`src/rtl/alu_seq_pkg.sv`:
```
// Shared opcode constants, FSM state type and flag bit positions
// for the sequential ALU unit.
package alu_seq_pkg;

  localparam logic [3:0] OP_ADD  = 4'h0;
  localparam logic [3:0] OP_SUB  = 4'h1;
  localparam logic [3:0] OP_LSH  = 4'h2;
  localparam logic [3:0] OP_RSH  = 4'h3;
  localparam logic [3:0] OP_XOR  = 4'h4;
  localparam logic [3:0] OP_CMP  = 4'h5;
  localparam logic [3:0] OP_AND  = 4'h6;
  localparam logic [3:0] OP_NAND = 4'h7;
  localparam logic [3:0] OP_OR   = 4'h8;
  localparam logic [3:0] OP_NOR  = 4'h9;
  localparam logic [3:0] OP_MUL  = 4'hA;

  typedef enum logic [1:0] {
    S_IDLE,
    S_BUSY,
    S_DONE
  } state_e;

  localparam int FLAG_COUT = 0;
  localparam int FLAG_ZERO = 1;
  localparam int FLAG_NEG  = 2;
  localparam int FLAG_OVF  = 3;

endpackage

```
`src/rtl/alu_seq_if.sv`:
```
// Operand/result handshake bundle for alu_seq_unit.
// master = producer/consumer side, slave = the ALU.
interface alu_seq_if #(
  parameter int WIDTH = 8
);
  logic             in_valid;
  logic             in_ready;
  logic [WIDTH-1:0] op_a;
  logic [WIDTH-1:0] op_b;
  logic [3:0]       opcode;
  logic             cin;
  logic             out_valid;
  logic             out_ready;
  logic [WIDTH-1:0] out_data;
  logic [WIDTH-1:0] out_hi;
  logic [3:0]       flags;

  modport master (
    output in_valid, op_a, op_b, opcode, cin,
    output out_ready,
    input  in_ready, out_valid, out_data,
    input  out_hi, flags
  );

  modport slave (
    input  in_valid, op_a, op_b, opcode, cin,
    input  out_ready,
    output in_ready, out_valid, out_data,
    output out_hi, flags
  );
endinterface

```
`src/rtl/alu_seq_mul.sv`:
```
// Iterative shift-add multiplier, one multiplier bit per cycle.
// Only instantiated when ALU_SEQ_MUL_EN is defined.
module alu_seq_mul #(
  parameter int WIDTH = 8
) (
  input  logic             clk,
  input  logic             rst,
  input  logic             start,
  input  logic [WIDTH-1:0] a,
  input  logic [WIDTH-1:0] b,
  output logic             done,
  output logic [WIDTH-1:0] p_hi,
  output logic [WIDTH-1:0] p_lo
);
  localparam int CW = $clog2(WIDTH) + 1;

  logic             busy_q, busy_d;
  logic [CW-1:0]    cnt_q, cnt_d;
  logic [WIDTH-1:0] hi_q, hi_d;
  logic [WIDTH-1:0] lo_q, lo_d;
  logic [WIDTH-1:0] mc_q, mc_d;
  logic [WIDTH:0]   sum;

  always_comb begin
    busy_d = busy_q;
    cnt_d  = cnt_q;
    hi_d   = hi_q;
    lo_d   = lo_q;
    mc_d   = mc_q;
    sum    = '0;
    done   = 1'b0;
    if (start) begin
      busy_d = 1'b1;
      cnt_d  = '0;
      hi_d   = '0;
      lo_d   = b;
      mc_d   = a;
    end else if (busy_q) begin
      // add multiplicand into the high half, then shift {c,hi,lo} right
      sum  = {1'b0, hi_q} + (lo_q[0] ? {1'b0, mc_q} : '0);
      hi_d = sum[WIDTH:1];
      lo_d = {sum[0], lo_q[WIDTH-1:1]};
      cnt_d = cnt_q + 1'b1;
      if (cnt_q == CW'(WIDTH - 1)) begin
        busy_d = 1'b0;
        done   = 1'b1;
      end
    end
  end

  assign p_hi = hi_d;
  assign p_lo = lo_d;

  always_ff @(posedge clk) begin
    if (rst) begin
      busy_q <= 1'b0;
      cnt_q  <= '0;
      hi_q   <= '0;
      lo_q   <= '0;
      mc_q   <= '0;
    end else begin
      busy_q <= busy_d;
      cnt_q  <= cnt_d;
      hi_q   <= hi_d;
      lo_q   <= lo_d;
      mc_q   <= mc_d;
    end
  end
endmodule

```
`src/rtl/alu_seq_unit.sv`:
```
// Sequential ALU with valid/ready handshake and registered result.
// Define ALU_SEQ_MUL_EN to include the iterative multiplier (opcode A).
module alu_seq_unit
  import alu_seq_pkg::*;
#(
  parameter int WIDTH = 8
) (
  input logic       clk,
  input logic       rst,
  alu_seq_if.slave  bus
);
  state_e           state_q, state_d;
  logic [WIDTH-1:0] data_q, data_d;
  logic [WIDTH-1:0] hi_q, hi_d;
  logic [3:0]       flags_q, flags_d;

  logic [WIDTH-1:0] a, b, res;
  logic [WIDTH:0]   add_s, sub_s;
  logic             cout, ovf, accept;
  logic [3:0]       alu_flags;

  assign a = bus.op_a;
  assign b = bus.op_b;

  always_comb begin
    add_s = {1'b0, a} + {1'b0, b} + {{WIDTH{1'b0}}, bus.cin};
    sub_s = {1'b0, a} + {1'b0, ~b} + {{WIDTH{1'b0}}, bus.cin};
    res   = '0;
    cout  = 1'b0;
    ovf   = 1'b0;
    case (bus.opcode)
      OP_ADD: begin
        {cout, res} = add_s;
        ovf = (a[WIDTH-1] == b[WIDTH-1]) && (res[WIDTH-1] != a[WIDTH-1]);
      end
      OP_SUB: begin
        {cout, res} = sub_s;
        ovf = (a[WIDTH-1] != b[WIDTH-1]) && (res[WIDTH-1] != a[WIDTH-1]);
      end
      OP_LSH: begin
        res  = {a[WIDTH-2:0], bus.cin};
        cout = a[WIDTH-1];
      end
      OP_RSH: begin
        res  = {bus.cin, a[WIDTH-1:1]};
        cout = a[0];
      end
      OP_XOR:  res = a ^ b;
      OP_CMP: begin
        unique case (1'b1)
          (a == b): res = WIDTH'(1);
          (a > b):  res = WIDTH'(2);
          (a < b):  res = WIDTH'(3);
        endcase
      end
      OP_AND:  res = a & b;
      OP_NAND: res = ~(a & b);
      OP_OR:   res = a | b;
      OP_NOR:  res = ~(a | b);
      default: res = '0;
    endcase
    alu_flags            = '0;
    alu_flags[FLAG_OVF]  = ovf;
    alu_flags[FLAG_NEG]  = res[WIDTH-1];
    alu_flags[FLAG_ZERO] = (res == '0);
    alu_flags[FLAG_COUT] = cout;
  end

`ifdef ALU_SEQ_MUL_EN
  logic             mul_start, mul_done;
  logic [WIDTH-1:0] mul_hi, mul_lo;

  alu_seq_mul #(.WIDTH(WIDTH)) u_mul (
    .clk   (clk),
    .rst   (rst),
    .start (mul_start),
    .a     (a),
    .b     (b),
    .done  (mul_done),
    .p_hi  (mul_hi),
    .p_lo  (mul_lo)
  );
`endif

  assign bus.in_ready = !rst &&
    (state_q == S_IDLE || (state_q == S_DONE && bus.out_ready));
  assign accept = bus.in_valid && bus.in_ready;

  always_comb begin
    state_d = state_q;
    data_d  = data_q;
    hi_d    = hi_q;
    flags_d = flags_q;
`ifdef ALU_SEQ_MUL_EN
    mul_start = 1'b0;
`endif
    case (state_q)
      S_IDLE, S_DONE: begin
        if (state_q == S_DONE && bus.out_ready) state_d = S_IDLE;
        if (accept) begin
          state_d = S_DONE;
          data_d  = res;
          hi_d    = '0;
          flags_d = alu_flags;
`ifdef ALU_SEQ_MUL_EN
          if (bus.opcode == OP_MUL) begin
            state_d   = S_BUSY;
            mul_start = 1'b1;
          end
`endif
        end
      end
      S_BUSY: begin
`ifdef ALU_SEQ_MUL_EN
        if (mul_done) begin
          state_d = S_DONE;
          data_d  = mul_lo;
          hi_d    = mul_hi;
          flags_d = {1'b0, mul_lo[WIDTH-1], mul_lo == '0, |mul_hi};
        end
`else
        state_d = S_IDLE;
`endif
      end
      default: state_d = S_IDLE;
    endcase
  end

  always_ff @(posedge clk) begin
    if (rst) begin
      state_q <= S_IDLE;
      data_q  <= '0;
      hi_q    <= '0;
      flags_q <= '0;
    end else begin
      state_q <= state_d;
      data_q  <= data_d;
      hi_q    <= hi_d;
      flags_q <= flags_d;
    end
  end

  assign bus.out_valid = (state_q == S_DONE);
  assign bus.out_data  = data_q;
  assign bus.out_hi    = hi_q;
  assign bus.flags     = flags_q;
endmodule

```
`src/flat_wrapper.sv`:
```
// flat-port wrapper written by rule: the top's interface ports become plain ports
module alu_seq_unit_flat import alu_seq_pkg::*;
#(
  parameter int WIDTH = 8
)
  (clk, rst, bus_in_valid, bus_op_a, bus_op_b, bus_opcode, bus_cin, bus_out_ready, bus_in_ready, bus_out_valid, bus_out_data, bus_out_hi, bus_flags);
  alu_seq_if #(.WIDTH(WIDTH)) bus_i ();
  input logic clk;
  input logic rst;
  input wire logic [$bits(bus_i.in_valid)-1:0] bus_in_valid;
  input wire logic [$bits(bus_i.op_a)-1:0] bus_op_a;
  input wire logic [$bits(bus_i.op_b)-1:0] bus_op_b;
  input wire logic [$bits(bus_i.opcode)-1:0] bus_opcode;
  input wire logic [$bits(bus_i.cin)-1:0] bus_cin;
  input wire logic [$bits(bus_i.out_ready)-1:0] bus_out_ready;
  output wire logic [$bits(bus_i.in_ready)-1:0] bus_in_ready;
  output wire logic [$bits(bus_i.out_valid)-1:0] bus_out_valid;
  output wire logic [$bits(bus_i.out_data)-1:0] bus_out_data;
  output wire logic [$bits(bus_i.out_hi)-1:0] bus_out_hi;
  output wire logic [$bits(bus_i.flags)-1:0] bus_flags;
  assign bus_i.in_valid = bus_in_valid;
  assign bus_i.op_a = bus_op_a;
  assign bus_i.op_b = bus_op_b;
  assign bus_i.opcode = bus_opcode;
  assign bus_i.cin = bus_cin;
  assign bus_i.out_ready = bus_out_ready;
  assign bus_in_ready = bus_i.in_ready;
  assign bus_out_valid = bus_i.out_valid;
  assign bus_out_data = bus_i.out_data;
  assign bus_out_hi = bus_i.out_hi;
  assign bus_flags = bus_i.flags;
  alu_seq_unit #(.WIDTH(WIDTH)) u_core (.clk(clk), .rst(rst), .bus(bus_i));
endmodule
```
`config.mk`:
```
export PLATFORM = sky130hd
export DESIGN_NAME = alu_seq_unit_flat
export DESIGN_NICKNAME = d
export VERILOG_FILES = /design/src/rtl/alu_seq_pkg.sv /design/src/rtl/alu_seq_if.sv /design/src/rtl/alu_seq_mul.sv /design/src/rtl/alu_seq_unit.sv /design/src/flat_wrapper.sv
export SDC_FILE = /design/constraint.sdc
export NUM_CORES = 1
export LEC_CHECK = 0
export ABC_AREA = 1
export CORE_MARGIN = 2
export CORE_UTILIZATION = 54
export CTS_BUF_LIST = sky130_fd_sc_hd__clkbuf_4 sky130_fd_sc_hd__clkbuf_8
export DETAILED_ROUTE_END_ITERATION = 6
export PLACE_DENSITY_LB_ADDON = 0.2
export SKIP_CTS_REPAIR_TIMING = 1
export SYNTH_ARGS = -nofsm -noshare
export SYNTH_HDL_FRONTEND = slang
export SYNTH_SLANG_ARGS = --single-unit
```
`constraint.sdc`:
```
create_clock -name clk -period 3.1 [get_ports clk]
set_input_delay 0.62 -clock clk [delete_from_list [all_inputs] [get_ports clk]]
set_output_delay 0.62 -clock clk [all_outputs]
set_load 0.005 [all_outputs]
```
==> metrics.sh <==
PATH_CELLS='clkdlybuf4s50_1 > inv_1 > fa_1 > fa_1 > nand3b_1 > nand2_1 > nor2_1 > nand3_1 > a21oi_1 > nand2_1 > nor2_1 > nand3_1 > a21oi_1'
NUM-NETS-FINAL=486
FINAL_PERIOD_MINUS_WORST_SETUP_SLACK_PS=2910
MAX_STAGE_DELAY_PS=510
TIMING.CRITICAL_PATH.REQUIRED_PS=3270
CORE_AREA_SQ_MM=0.00400
FINAL_LAYOUT_SIZE_SUFFIX_GT1_FRAC=0.0650
STATUS='complete, no violations'
CLOCK_SINK_COUNT=12
DETAIL_ROUTE.DRC_VIOLATIONS=0
WORSTHOLDENDPOINT='u_core.bus.out_data[5]'
CORE.ROWCOUNT=23
ANTENNA_CELLS=0
DRT_ITER0_MARKERS=197
SYNTH.AVG_CELL_AREA_SQ_UM=5.68
DP_HPWL_UM=5080
DIE_Y_UM=68.3
PATH_DELAY_FAMILY='adder cells'
FLOORPLAN_DIE_AREA_SQ_MM=0.00466
PLACE_CONGESTION=0.917
INSERTION_DELAY_PS=240
SETUP_TNS_PS=0
TIMING.CRITICAL_PATH.FROM_TYPE='primary input'
CRIT_TYPE='primary input to flop'
CP_MAX_FO=4
WORST_SETUP_HOLD_PATH_CLK_SLEW_PS=50
GRT_ANTENNA_BEFORE_REPAIR=0
SETUP_VIOL=0
DIE_X_UM=68.3
CRITICAL_PATH_CELL_WITH_THE_HIGHEST_STAGE_DELAY='clkdlybuf4s50_1'
MIN_DELAY_PATH_DEPTH=2
REPORT.FINAL.SLEW_VIOL_COUNT=0
CTS_TREE='yes'
CTS-BUFFERS-INSERTED=3
FINAL_DESIGN_AREA_NO_FILL_SQ_MM=0.00268
AREA_DELTA_SYNTH_FINAL_PCT=20.3
MAX-CAP-VIOLATIONS=0
WORST_R2R_STARTPOINT='u_core.state_q[1]'
FILLER_CELL_COUNT=432
WORSTSETUPENDPOINTTYPE='flop'
FINAL.HOLD.WORST_SLACK_PS=471
DETAILED_PLACE.AREA_SQ_MM=0.00264
PRE_CTS_WS_PS=31.6
PLACE.PORT_BUFFERS=38
START_UTIL=0.558
TIMING_WORST_SLEW_PIN_VALUE_PS=991
TIMING.REG2REG.SETUP_SLACK_PS=1610
GRT_PASS1_VIAS=2344
RR_WORST_DEPTH=7
FMAX_MHz=344
GRT_REMAINING_OVERFLOW=0
HOLD_PATH.CLASS='flop to flop'
FINALWIRELENGTH_UM=6310
POWER.STATIC_LEAKAGE_nW=1.42
TIMING.FINAL.WS_SETUP_PS=191
CORE_OCCUPANCY_IN_THE_FINISHED_LAYOUT=0.671
CRITICAL_PATH.N_BUFFERS_INVERTERS=2
CTSROOTBUFFERMASTER='clkbuf_8'
HTREE_LEVELS=1
TIMING.FINAL.CRIT_SHARE=0.938
YOSYSUNIQUECELLTYPES=30
MAX_SLEW_MARGIN=0.337
VIA_COUNT=2594
SEQ_AREA_FRAC_SYNTH=0.108
IRDROPWORSTVDD_mV=0.105
SYNTH.CELL_AREA_SQ_MM=0.00223
DRT_FIRST_PASS_ITERS=5
ROUTE.DETAILED.WL_PER_INST_UM=13.1
CLK_PATH_BUF_DEPTH=2
NETLIST_INSTANCES=393
GRT_PASS1_WL_UM=10300
DETAIL-ROUTE-ANTENNA-NETS=0
RSZ0062_AT_GRT='no'
CP.ARRIVAL_PS=3080
CRIT-REG2REG-CAPTURE='u_core.bus.flags[1]'
ROUTED_VIA_DENSITY=5.39
TIMING.CLOCK.SKEW_PS=0.439
SYNTHESIS.YOSYS.WARNINGS=0
GRT_USE_TOTAL=0.289
HP-START='u_core.bus.out_data[5]'
GRT_MAX_DEGREE=18
POWER-PER-CELL-AREA_mW_PER_MM2=238
IO_PINS=47
TIMING.FINAL.HOLD_VIOLATIONS=0
SYNTH_SEQ_CELLS=12
how the worst max path moves through the flow:
stage / startpoint / end / slack, ps / depth (start not counted)
after floorplan: bus_cin / u_core.bus.flags[1] / 710 / 14
after global placement: bus_cin / u_core.bus.flags[1] / 100 / 13
after detailed placement: bus_op_a[0] / u_core.bus.flags[1] / 30 / 14
after CTS: bus_op_a[0] / u_core.bus.flags[1] / 270 / 14
after global routing: bus_op_a[0] / u_core.bus.flags[1] / 50 / 14
final: bus_op_a[0] / u_core.bus.flags[1] / 190 / 13
per-layer routing:
metal,share of wire,global-route usage
met1,0.43,0.377
met2,0.46,0.481
met3,0.085,0.0197
met4,0.029,0.140
met5,0,0
synthesized netlist by cell type, drive strengths merged:
cell type	count	share of area
nand2	101	0.17
inv	62	0.10
nand3	57	0.13
nor2	54	0.10
a21oi	25	0.059
ha	24	0.13
buf	16	0.052
o21ai	13	0.029
dfxtp	12	0.11
nand3b	7	0.024
clkbuf	4	0.0073
fa	4	0.036
nand4	3	0.0084
o211ai	3	0.010
xor2	2	0.0079
conb	1	0.0017
nor3	1	0.0022
o21bai	1	0.0034
o22ai	1	0.0028
o31ai	1	0.0034
or2	1	0.0028
kinds of logic (layout without fill, tap and decap cells):
family	after synthesis	after routing	synth area share
AND/OR/NAND/NOR	224	224	0.440
buffers and inverters	82	113	0.164
AO/OA/AOI/OAI	44	44	0.108
adder cells (fa/ha/maj)	28	28	0.171
flip-flops	12	12	0.108
XOR/XNOR	2	2	0.00785
other	1	8	0.00168
power breakdown:
group          switching, W  internal [W]
Combinational      0.000201      0.000135
Clock             0.0000504     0.0000850
Sequential       0.00000454      0.000163
through the flow:
stage          power, W  instances
2_1_floorplan  0.000388        400
3_3_place_gp   0.000493        478
3_5_place_dp   0.000499        478
4_1_cts        0.000637        481
5_1_grt        0.000693        481
6_report       0.000639        481
registers in the layout, indices dropped and copies added, names as in the netlist:
signal,cells
u_core.bus.out_data,7
u_core.bus.flags,4
u_core.state_q,1
worst register-to-register path, stage by stage, from the launching register on:
cell and delay (ps):
dfxtp_1 320, a21oi_1 170, nand2_1 330, nor2_1 200, nand3_1 90, nor2_1 120
nand3_1 80, a21oi_1 120
layout by cell type, fill, tap and decap left out:
cell type	count
clkdlybuf4s50_1	38
inv_1	57
buf_4	10
a21oi_2	2
fa_1	4
dfxtp_1	12
xor2_1	2
o22ai_1	1
o21ai_0	12
nand3_1	57
nand2_1	99
or2_2	1
inv_2	5
nor2_1	49
nor2_4	3
nor3_1	1
o31ai_1	1
nor2_2	2
ha_1	24
nand3b_1	7
conb_1	8
o211ai_1	3
o21ai_1	1
o21bai_1	1
clkbuf_8	3
nand2_2	2
a21oi_1	23
nand4_1	3
cell type report:
type | count | area [sq um] | share of cell area
Timing Repair Buffer | 48 | 455 | 0.170
Sequential cell | 12 | 240 | 0.0895
Inverter | 62 | 233 | 0.0867
Multi-Input combinational cell | 306 | 1650 | 0.615
Tap cell | 50 | 62.6 | 0.0233
Clock buffer | 3 | 41.3 | 0.0154
(Power assumes the default switching activity.)
